==> config.mk <==
export PLATFORM = sky130hd
export DESIGN_NAME = trace_stream_arbiter_flat
export DESIGN_NICKNAME = d
export VERILOG_FILES = /design/src/rtl/ryuki_datatypes.sv /design/src/rtl/trace_stream_arbiter_if.sv /design/src/rtl/trace_record_fifo.sv /design/src/rtl/trace_stream_arbiter.sv /design/src/flat_wrapper.sv
export SDC_FILE = /design/constraint.sdc
export NUM_CORES = 2
export LEC_CHECK = 0
export ABC_AREA = 1
export CAP_MARGIN = 20
export CELL_PAD_IN_SITES_DETAIL_PLACEMENT = 1
export CELL_PAD_IN_SITES_GLOBAL_PLACEMENT = 2
export CORE_MARGIN = 3
export CORE_UTILIZATION = 25
export CTS_CLUSTER_DIAMETER = 30
export DETAILED_ROUTE_END_ITERATION = 7
export PLACE_DENSITY = 0.62
export SYNTH_ARGS = -nofsm -noshare
export SYNTH_HDL_FRONTEND = slang
export SYNTH_HIERARCHICAL = 1
export SYNTH_SLANG_ARGS = --single-unit
==> constraint.sdc <==
create_clock -name clk -period 27.8 [get_ports clk]
set_input_delay 5.56 -clock clk [delete_from_list [all_inputs] [get_ports clk]]
set_output_delay 5.56 -clock clk [all_outputs]
set_load 0.01 [all_outputs]
==> src/rtl/ryuki_datatypes.sv <==
// Shared trace datatypes plus the trace stream arbiter's index type and FSM encoding.
package ryuki_datatypes;

  // One retired-stage record emitted by a pipeline tracker.
  typedef struct packed {
    logic [31:0] pc;
    logic [31:0] instr;
    logic [15:0] time_start;
    logic [15:0] time_end;
  } trace_output;

  localparam int unsigned TRACE_ARB_MAX_SRC = 8;
  localparam int unsigned TRACE_ARB_IDX_W   = $clog2(TRACE_ARB_MAX_SRC);

  typedef logic [TRACE_ARB_IDX_W-1:0] src_idx_t;

  typedef enum logic {
    ARB_IDLE    = 1'b0,
    ARB_PRESENT = 1'b1
  } arb_state_e;

  // Width of a source index for n sources, never less than one bit.
  function automatic int unsigned src_idx_width(input int unsigned n);
    return (n > 1) ? $clog2(n) : 1;
  endfunction

endpackage

==> src/rtl/trace_stream_arbiter_if.sv <==
// Merged trace record stream toward the trace buffer writer.
interface trace_stream_arbiter_if #(
  parameter int unsigned SRC_W = 2
);
  logic                       out_valid_o;
  ryuki_datatypes::trace_output out_data_o;
  logic [SRC_W-1:0]           out_src_o;
  logic                       out_ready_i;

  modport master (output out_valid_o, out_data_o, out_src_o, input out_ready_i);
  modport slave  (input out_valid_o, out_data_o, out_src_o, output out_ready_i);
endinterface

==> src/rtl/trace_record_fifo.sv <==
// Single-clock trace record FIFO with extra-MSB pointers for full/empty.
module trace_record_fifo
  import ryuki_datatypes::*;
#(
  parameter int unsigned DEPTH = 4
) (
  input  logic        clk,
  input  logic        rst,
  input  logic        push_i,
  input  trace_output data_i,
  input  logic        pop_i,
  output trace_output data_c,
  output logic        full_c,
  output logic        empty_c
);

  localparam int unsigned AW = $clog2(DEPTH);
  localparam int unsigned PW = AW + 1;

  trace_output   mem_q [DEPTH];
  trace_output   mem_d [DEPTH];
  logic [PW-1:0] wr_ptr_q, wr_ptr_d;
  logic [PW-1:0] rd_ptr_q, rd_ptr_d;

  // Write at the write pointer, advance pointers on push/pop.
  always_comb begin
    mem_d    = mem_q;
    wr_ptr_d = wr_ptr_q;
    rd_ptr_d = rd_ptr_q;
    if (push_i) begin
      mem_d[wr_ptr_q[AW-1:0]] = data_i;
      wr_ptr_d                = wr_ptr_q + PW'(1);
    end
    if (pop_i) begin
      rd_ptr_d = rd_ptr_q + PW'(1);
    end
  end

  // Storage and pointer registers.
  always_ff @(posedge clk or posedge rst) begin
    if (rst) begin
      for (int i = 0; i < DEPTH; i++) begin
        mem_q[i] <= '0;
      end
      wr_ptr_q <= '0;
      rd_ptr_q <= '0;
    end else begin
      mem_q    <= mem_d;
      wr_ptr_q <= wr_ptr_d;
      rd_ptr_q <= rd_ptr_d;
    end
  end

  assign data_c  = mem_q[rd_ptr_q[AW-1:0]];
  assign empty_c = (wr_ptr_q == rd_ptr_q);
  assign full_c  = (wr_ptr_q[AW] != rd_ptr_q[AW]) && (wr_ptr_q[AW-1:0] == rd_ptr_q[AW-1:0]);

endmodule

==> src/rtl/trace_stream_arbiter.sv <==
// Merges edge-captured tracker records through per-source FIFOs into one round-robin stream.
module trace_stream_arbiter
  import ryuki_datatypes::*;
#(
  parameter int unsigned NUM_SRC    = 3,
  parameter int unsigned FIFO_DEPTH = 4,
  parameter int unsigned CNT_WIDTH  = 16
) (
  input  logic                          clk,
  input  logic                          rst,
  input  logic                          enable_i,
  input  logic        [NUM_SRC-1:0]     src_valid_i,
  input  trace_output [NUM_SRC-1:0]     src_data_i,
  trace_stream_arbiter_if.master        out_if,
  output logic [CNT_WIDTH*NUM_SRC-1:0]  drop_count_o,
  output logic                          overflow_o,
  input  logic                          clr_overflow_i
);

  localparam int unsigned SRC_W = src_idx_width(NUM_SRC);

  logic [NUM_SRC-1:0]   src_valid_q, src_valid_d;
  logic [NUM_SRC-1:0]   cap_c, push_c, drop_c, pop_c;
  logic [NUM_SRC-1:0]   fifo_full_c, fifo_empty_c;
  trace_output          fifo_data_c [NUM_SRC];

  src_idx_t             rr_ptr_q, rr_ptr_d;
  src_idx_t             cand_c, gnt_idx_c;
  logic                 gnt_valid_c;
  trace_output          gnt_data_c;
  logic                 load_c;

  arb_state_e           state_q, state_d;
  logic                 out_valid_q, out_valid_d;
  trace_output          out_data_q, out_data_d;
  logic [SRC_W-1:0]     out_src_q, out_src_d;

  logic [CNT_WIDTH-1:0] cnt_q [NUM_SRC];
  logic [CNT_WIDTH-1:0] cnt_d [NUM_SRC];
  logic                 overflow_q, overflow_d;

  // One private FIFO per tracker.
  for (genvar g = 0; g < NUM_SRC; g++) begin : g_fifo
    trace_record_fifo #(.DEPTH(FIFO_DEPTH)) u_fifo (
      .clk     (clk),
      .rst     (rst),
      .push_i  (push_c[g]),
      .data_i  (src_data_i[g]),
      .pop_i   (pop_c[g]),
      .data_c  (fifo_data_c[g]),
      .full_c  (fifo_full_c[g]),
      .empty_c (fifo_empty_c[g])
    );
  end

  // Round-robin grant: first non-empty FIFO at or after rr_ptr, using pre-push state.
  always_comb begin
    gnt_valid_c = 1'b0;
    gnt_idx_c   = '0;
    gnt_data_c  = '0;
    cand_c      = '0;
    for (int unsigned k = 0; k < NUM_SRC; k++) begin
      cand_c = src_idx_t'((32'(rr_ptr_q) + k) % NUM_SRC);
      for (int unsigned i = 0; i < NUM_SRC; i++) begin
        if (!gnt_valid_c && (cand_c == src_idx_t'(i)) && !fifo_empty_c[i]) begin
          gnt_valid_c = 1'b1;
          gnt_idx_c   = cand_c;
          gnt_data_c  = fifo_data_c[i];
        end
      end
    end
  end

  // FSM next state.
  always_comb begin
    state_d = state_q;
    case (state_q)
      ARB_IDLE:    if (gnt_valid_c) state_d = ARB_PRESENT;
      ARB_PRESENT: if (out_if.out_ready_i && !gnt_valid_c) state_d = ARB_IDLE;
      default:     state_d = ARB_IDLE;
    endcase
  end

  // FSM outputs: load a granted record when the output register is free or being accepted.
  always_comb begin
    load_c      = 1'b0;
    out_valid_d = out_valid_q;
    out_data_d  = out_data_q;
    out_src_d   = out_src_q;
    case (state_q)
      ARB_IDLE: begin
        out_valid_d = 1'b0;
        load_c      = gnt_valid_c;
      end
      ARB_PRESENT: begin
        if (out_if.out_ready_i) begin
          out_valid_d = 1'b0;
          load_c      = gnt_valid_c;
        end
      end
      default: out_valid_d = 1'b0;
    endcase
    if (load_c) begin
      out_valid_d = 1'b1;
      out_data_d  = gnt_data_c;
      out_src_d   = SRC_W'(gnt_idx_c);
    end
    rr_ptr_d = load_c ? src_idx_t'((32'(gnt_idx_c) + 32'd1) % NUM_SRC) : rr_ptr_q;
    for (int unsigned i = 0; i < NUM_SRC; i++) begin
      pop_c[i] = load_c && (gnt_idx_c == src_idx_t'(i));
    end
  end

  // Edge capture, push/drop decision and saturating drop counters; a drop beats a clear.
  always_comb begin
    src_valid_d = src_valid_i;
    overflow_d  = clr_overflow_i ? 1'b0 : overflow_q;
    for (int unsigned i = 0; i < NUM_SRC; i++) begin
      cap_c[i]  = enable_i && src_valid_i[i] && !src_valid_q[i];
      push_c[i] = cap_c[i] && (!fifo_full_c[i] || pop_c[i]);
      drop_c[i] = cap_c[i] && fifo_full_c[i] && !pop_c[i];
      cnt_d[i]  = clr_overflow_i ? '0 : cnt_q[i];
      if (drop_c[i]) begin
        overflow_d = 1'b1;
        if (cnt_d[i] != '1) begin
          cnt_d[i] = cnt_d[i] + CNT_WIDTH'(1);
        end
      end
    end
  end

  // State, output and counter registers.
  always_ff @(posedge clk or posedge rst) begin
    if (rst) begin
      state_q     <= ARB_IDLE;
      src_valid_q <= '0;
      rr_ptr_q    <= '0;
      out_valid_q <= 1'b0;
      out_data_q  <= '0;
      out_src_q   <= '0;
      overflow_q  <= 1'b0;
      for (int i = 0; i < NUM_SRC; i++) begin
        cnt_q[i] <= '0;
      end
    end else begin
      state_q     <= state_d;
      src_valid_q <= src_valid_d;
      rr_ptr_q    <= rr_ptr_d;
      out_valid_q <= out_valid_d;
      out_data_q  <= out_data_d;
      out_src_q   <= out_src_d;
      overflow_q  <= overflow_d;
      cnt_q       <= cnt_d;
    end
  end

  // Flatten counters onto the output bus.
  always_comb begin
    for (int unsigned i = 0; i < NUM_SRC; i++) begin
      drop_count_o[i*CNT_WIDTH +: CNT_WIDTH] = cnt_q[i];
    end
  end

  assign out_if.out_valid_o = out_valid_q;
  assign out_if.out_data_o  = out_data_q;
  assign out_if.out_src_o   = out_src_q;
  assign overflow_o         = overflow_q;

endmodule

==> src/flat_wrapper.sv <==
// flat-port wrapper written by rule: the top's interface ports become plain ports
module trace_stream_arbiter_flat import ryuki_datatypes::*;
#(
  parameter int unsigned NUM_SRC    = 3,
  parameter int unsigned FIFO_DEPTH = 4,
  parameter int unsigned CNT_WIDTH  = 16
)
  (clk, rst, enable_i, src_valid_i, src_data_i, drop_count_o, overflow_o, clr_overflow_i, out_if_out_valid_o, out_if_out_data_o, out_if_out_src_o, out_if_out_ready_i);
  trace_stream_arbiter_if #(.SRC_W((2))) out_if_i ();
  input  logic clk;
  input  logic rst;
  input  logic enable_i;
  input  logic        [NUM_SRC-1:0] src_valid_i;
  input  trace_output [NUM_SRC-1:0] src_data_i;
  output logic [CNT_WIDTH*NUM_SRC-1:0] drop_count_o;
  output logic overflow_o;
  input  logic clr_overflow_i;
  output wire logic [$bits(out_if_i.out_valid_o)-1:0] out_if_out_valid_o;
  output wire logic [$bits(out_if_i.out_data_o)-1:0] out_if_out_data_o;
  output wire logic [$bits(out_if_i.out_src_o)-1:0] out_if_out_src_o;
  input wire logic [$bits(out_if_i.out_ready_i)-1:0] out_if_out_ready_i;
  assign out_if_out_valid_o = out_if_i.out_valid_o;
  assign out_if_out_data_o = out_if_i.out_data_o;
  assign out_if_out_src_o = out_if_i.out_src_o;
  assign out_if_i.out_ready_i = out_if_out_ready_i;
  trace_stream_arbiter #(.NUM_SRC(NUM_SRC), .FIFO_DEPTH(FIFO_DEPTH), .CNT_WIDTH(CNT_WIDTH)) u_core (.clk(clk), .rst(rst), .enable_i(enable_i), .src_valid_i(src_valid_i), .src_data_i(src_data_i), .out_if(out_if_i), .drop_count_o(drop_count_o), .overflow_o(overflow_o), .clr_overflow_i(clr_overflow_i));
endmodule
==> impl_results.md <==
* Slew @ Worst Pin at approximately 1.2 ns
* Fin crit share at 31.7%
* CP max stage cell: nor2_4
* Vias per inst at 4.67
* 1st-pass router iterations at 5
* Placed Area at around 0.077 mm²
* Cell mode on critical path: nand2_1
* Vias post-DR at 65540
* Synth area leader: dfrtp_1
* Netlist cell types at 44
* CTS Buf Count at between 400 and 500
* Slowest stage delay, CP at 0.87 ns
* Worst Hold Launch: u_core/g_fifo[0].u_fifo/mem_q[319]
* # fillers at 33181
* Gr busiest metal: met2
* Mean Syn Cell Area at 7.28 µm²
* Dpl hpwl at 202000 µm
* # H-tree levels at 5
* Met1 Resource Use GR at between 20% and 30%
* Most common flop cell mapped by yosys: dfrtp_1
* Detail Route Antenna Nets at 0
* Hold Path Cell Cnt at 2
* Reg clk slew, reported paths at roughly 0.04 ns
* Mapped Cells at just under 10000
* First-pass GRT wire length at ~460000 µm
* Setup bufs post-CTS at 0
* Global route total overflow at 0
* Clock tree sinks at 1325
* Core area at between 0.2 and 0.3 mm²
* Setup Viol. Count Final at 0
* F_max at approximately 110 MHz
* Synth area leaders: dfrtp_1, nand2_1, o21ai_0
* YS warnings at 6
* DR WL/cell at between 20 and 25 µm
* RR Endpoint: u_core/g_fifo[2].u_fifo/mem_q[358]
* Arrival @ worst endpoint at between 9 and 10 ns
* Outcome: completed
* Placer congestion estimate at about 0.82
* Initial core utilization at 25.3%
* Global routing usage on met3 at 3.05%
* Port bufs at roughly 440
* Final wirelength at approximately 310000 µm
* Critical path peak fanout at 78
* CP required at about 29 ns
* R2r worst-path depth at 29
* Reg-to-reg setup timing slack at roughly 19 ns
* Layout Skew at roughly 0.052 ns
* GR Layer Usage met2 at roughly a third
* Fin crit period at a little under 9 ns
* Synth cell count leaders: nand2_1, dfrtp_1, o21ai_0
* Cell area after synthesis at approximately 0.070 mm²
* Pin count of the biggest net entering global routing at ~220
* # IOs at between 400 and 500
* Area grow syn2layout at 30.3%
* DR iter-0 viols at roughly 4000
* CTS resizes at 0
* RSZ-0062 raised after global routing: no
* CTS tree: done
* Kind of critical path: flip-flop to flip-flop
* Area share of the largest cell type after synthesis at 47.3%
* Initial antenna violation count at 29
* CTS Buffer Depth at 4
* Most frequent cell after synthesis: nand2_1
* Total track usage at between 20% and 30%
* Worst hold endpoint: u_core/g_fifo[0].u_fifo/mem_q[319]
* Root Driver: clkbuf_16
* Crit start category: flip-flop
* Crit path capture type: flip-flop
* Final Net Count at around 10000
* Post-synth EDFFs at 0
* Cell area after layout at around 0.09 mm²
* Die Area at roughly 0.29 mm²
* Vias in the first global route at approximately 68000
* Final Slew Violations at 0
* CTS Hold Bufs at 0
* Seq cells post-synth at 1325
* Die Y at 536 µm
* Slew headroom at a little over a fifth
* Fin. Hold Viols at 0
* Die width at 536 µm
* Fin Setup TNS at 0 ns
* Layout cells sized above 1 at between 10% and 20%
* R2r startpoint: u_core/rr_ptr_q[0]
* Std cell rows at 193
* Asr flop ratio synth at 100%
* Finished Layout Cells at ~14000
* Placed cells at around 13000
* Hold WC Path Type: flip-flop to flip-flop
* Worst-skew pair later-pin latency at roughly 0.9 ns
* DRC Markers at 0
* Seq/Total Area, Yosys at between 40% and 50%
* Max-Cap Viols at 0
-- critical path: cells and delay by family, from the launching register on --
kind	cells	cell delay [ns]
simple gates	16	3.87
buf+inv	7	2.58
compound gates	3	0.81
fa+ha+maj	3	0.66
flops	1	0.57
-- through the flow --
step	utilization, %	worst slack, ns	hold WS, ns
final	32.9	18.98	0.468
after global routing	32.9	18.38	0.492
after CTS	32.8	18.20	0.475
after detailed placement	27.6	17.65	0.465
after global placement	27.6	17.74	0.458
after floorplan	-	11.40	0.445
-- area by class of cell --
cell class	instances	area, µm²	area share, %
inverter	912	3460	3.79
antenna	10	25.0	0.0274
clock buffer	604	12200	13.4
sequential	1325	33200	36.3
clock inverter	174	2380	2.60
tap	3705	4640	5.07
multi-input combinational	6779	30300	33.1
timing repair buffer	523	5200	5.70
-- sequential cells by signal, summed over array words and instances, names as in the netlist --
name / flops
u_core/rr_ptr_q: 3
u_core/drop_count_o: 48
u_core/g_fifo.u_fifo/rd_ptr_q: 9
u_core/out_if.out_data_o: 96
u_core/state_q: 1
u_core/out_if.out_src_o: 2
u_core/src_valid_q: 3
u_core/g_fifo.u_fifo/mem_q: 1152
u_core/g_fifo.u_fifo/wr_ptr_q: 9
u_core/overflow_o: 1
u_core/out_if.out_valid_o: 1
-- logic make-up after synthesis --
group | share of synthesized area, %
AND/OR/NAND/NOR | 30.8
other | 0.00535
flip-flops | 47.3
XOR/XNOR | 0.525
adder cells (fa/ha/maj) | 0.749
buffers and inverters | 9.87
AO/OA/AOI/OAI | 10.7
multiplexers | 0.0143
-- cell usage in the layout (no fill, tap or decap), types with 6 or more instances in the layout --
cell type,instances
nand4_1,217
diode_2,10
inv_1,890
nor2_1,425
nand2_8,10
nand2_1,3659
clkbuf_8,103
dfrtp_1,1319
or2_2,260
o21ai_1,104
a21oi_1,124
nor3_1,18
clkinv_8,6
xor2_1,34
dfrtp_4,6
clkinv_16,8
buf_4,70
or2_0,30
clkbuf_16,420
xnor2_1,8
clkinv_2,101
clkdlybuf4s50_1,443
clkinvlp_4,10
buf_16,6
bufinv_16,45
ha_1,42
inv_2,10
nand3_1,535
clkbuf_1,81
o21ai_0,1263
-- worst max-delay path by stage --
stage	end	start	cells past startpoint	slack (ns)
after global routing	u_core/g_fifo[2].u_fifo/mem_q[358]	u_core/rr_ptr_q[0]	28	18.38
after detailed placement	u_core/g_fifo[2].u_fifo/mem_q[188]	out_if_out_ready_i	9	17.65
after global placement	u_core/g_fifo[2].u_fifo/mem_q[177]	out_if_out_ready_i	9	17.74
final	u_core/g_fifo[2].u_fifo/mem_q[358]	u_core/rr_ptr_q[0]	29	18.98
after CTS	u_core/g_fifo[2].u_fifo/mem_q[188]	u_core/rr_ptr_q[0]	27	18.20
after floorplan	u_core/g_fifo[0].u_fifo/mem_q[0]	rst	1	11.40
-- metal layers --
layer,vias to the layer above,share of wire [%]
li1,31117,-
met1,32485,47
met2,1441,44
met3,485,4.2
met4,12,4.7
met5,-,0.020
Power is left out: the tool's default activity adds up to more than one toggle a clock period on the data nets, which glitch-free logic cannot reach.
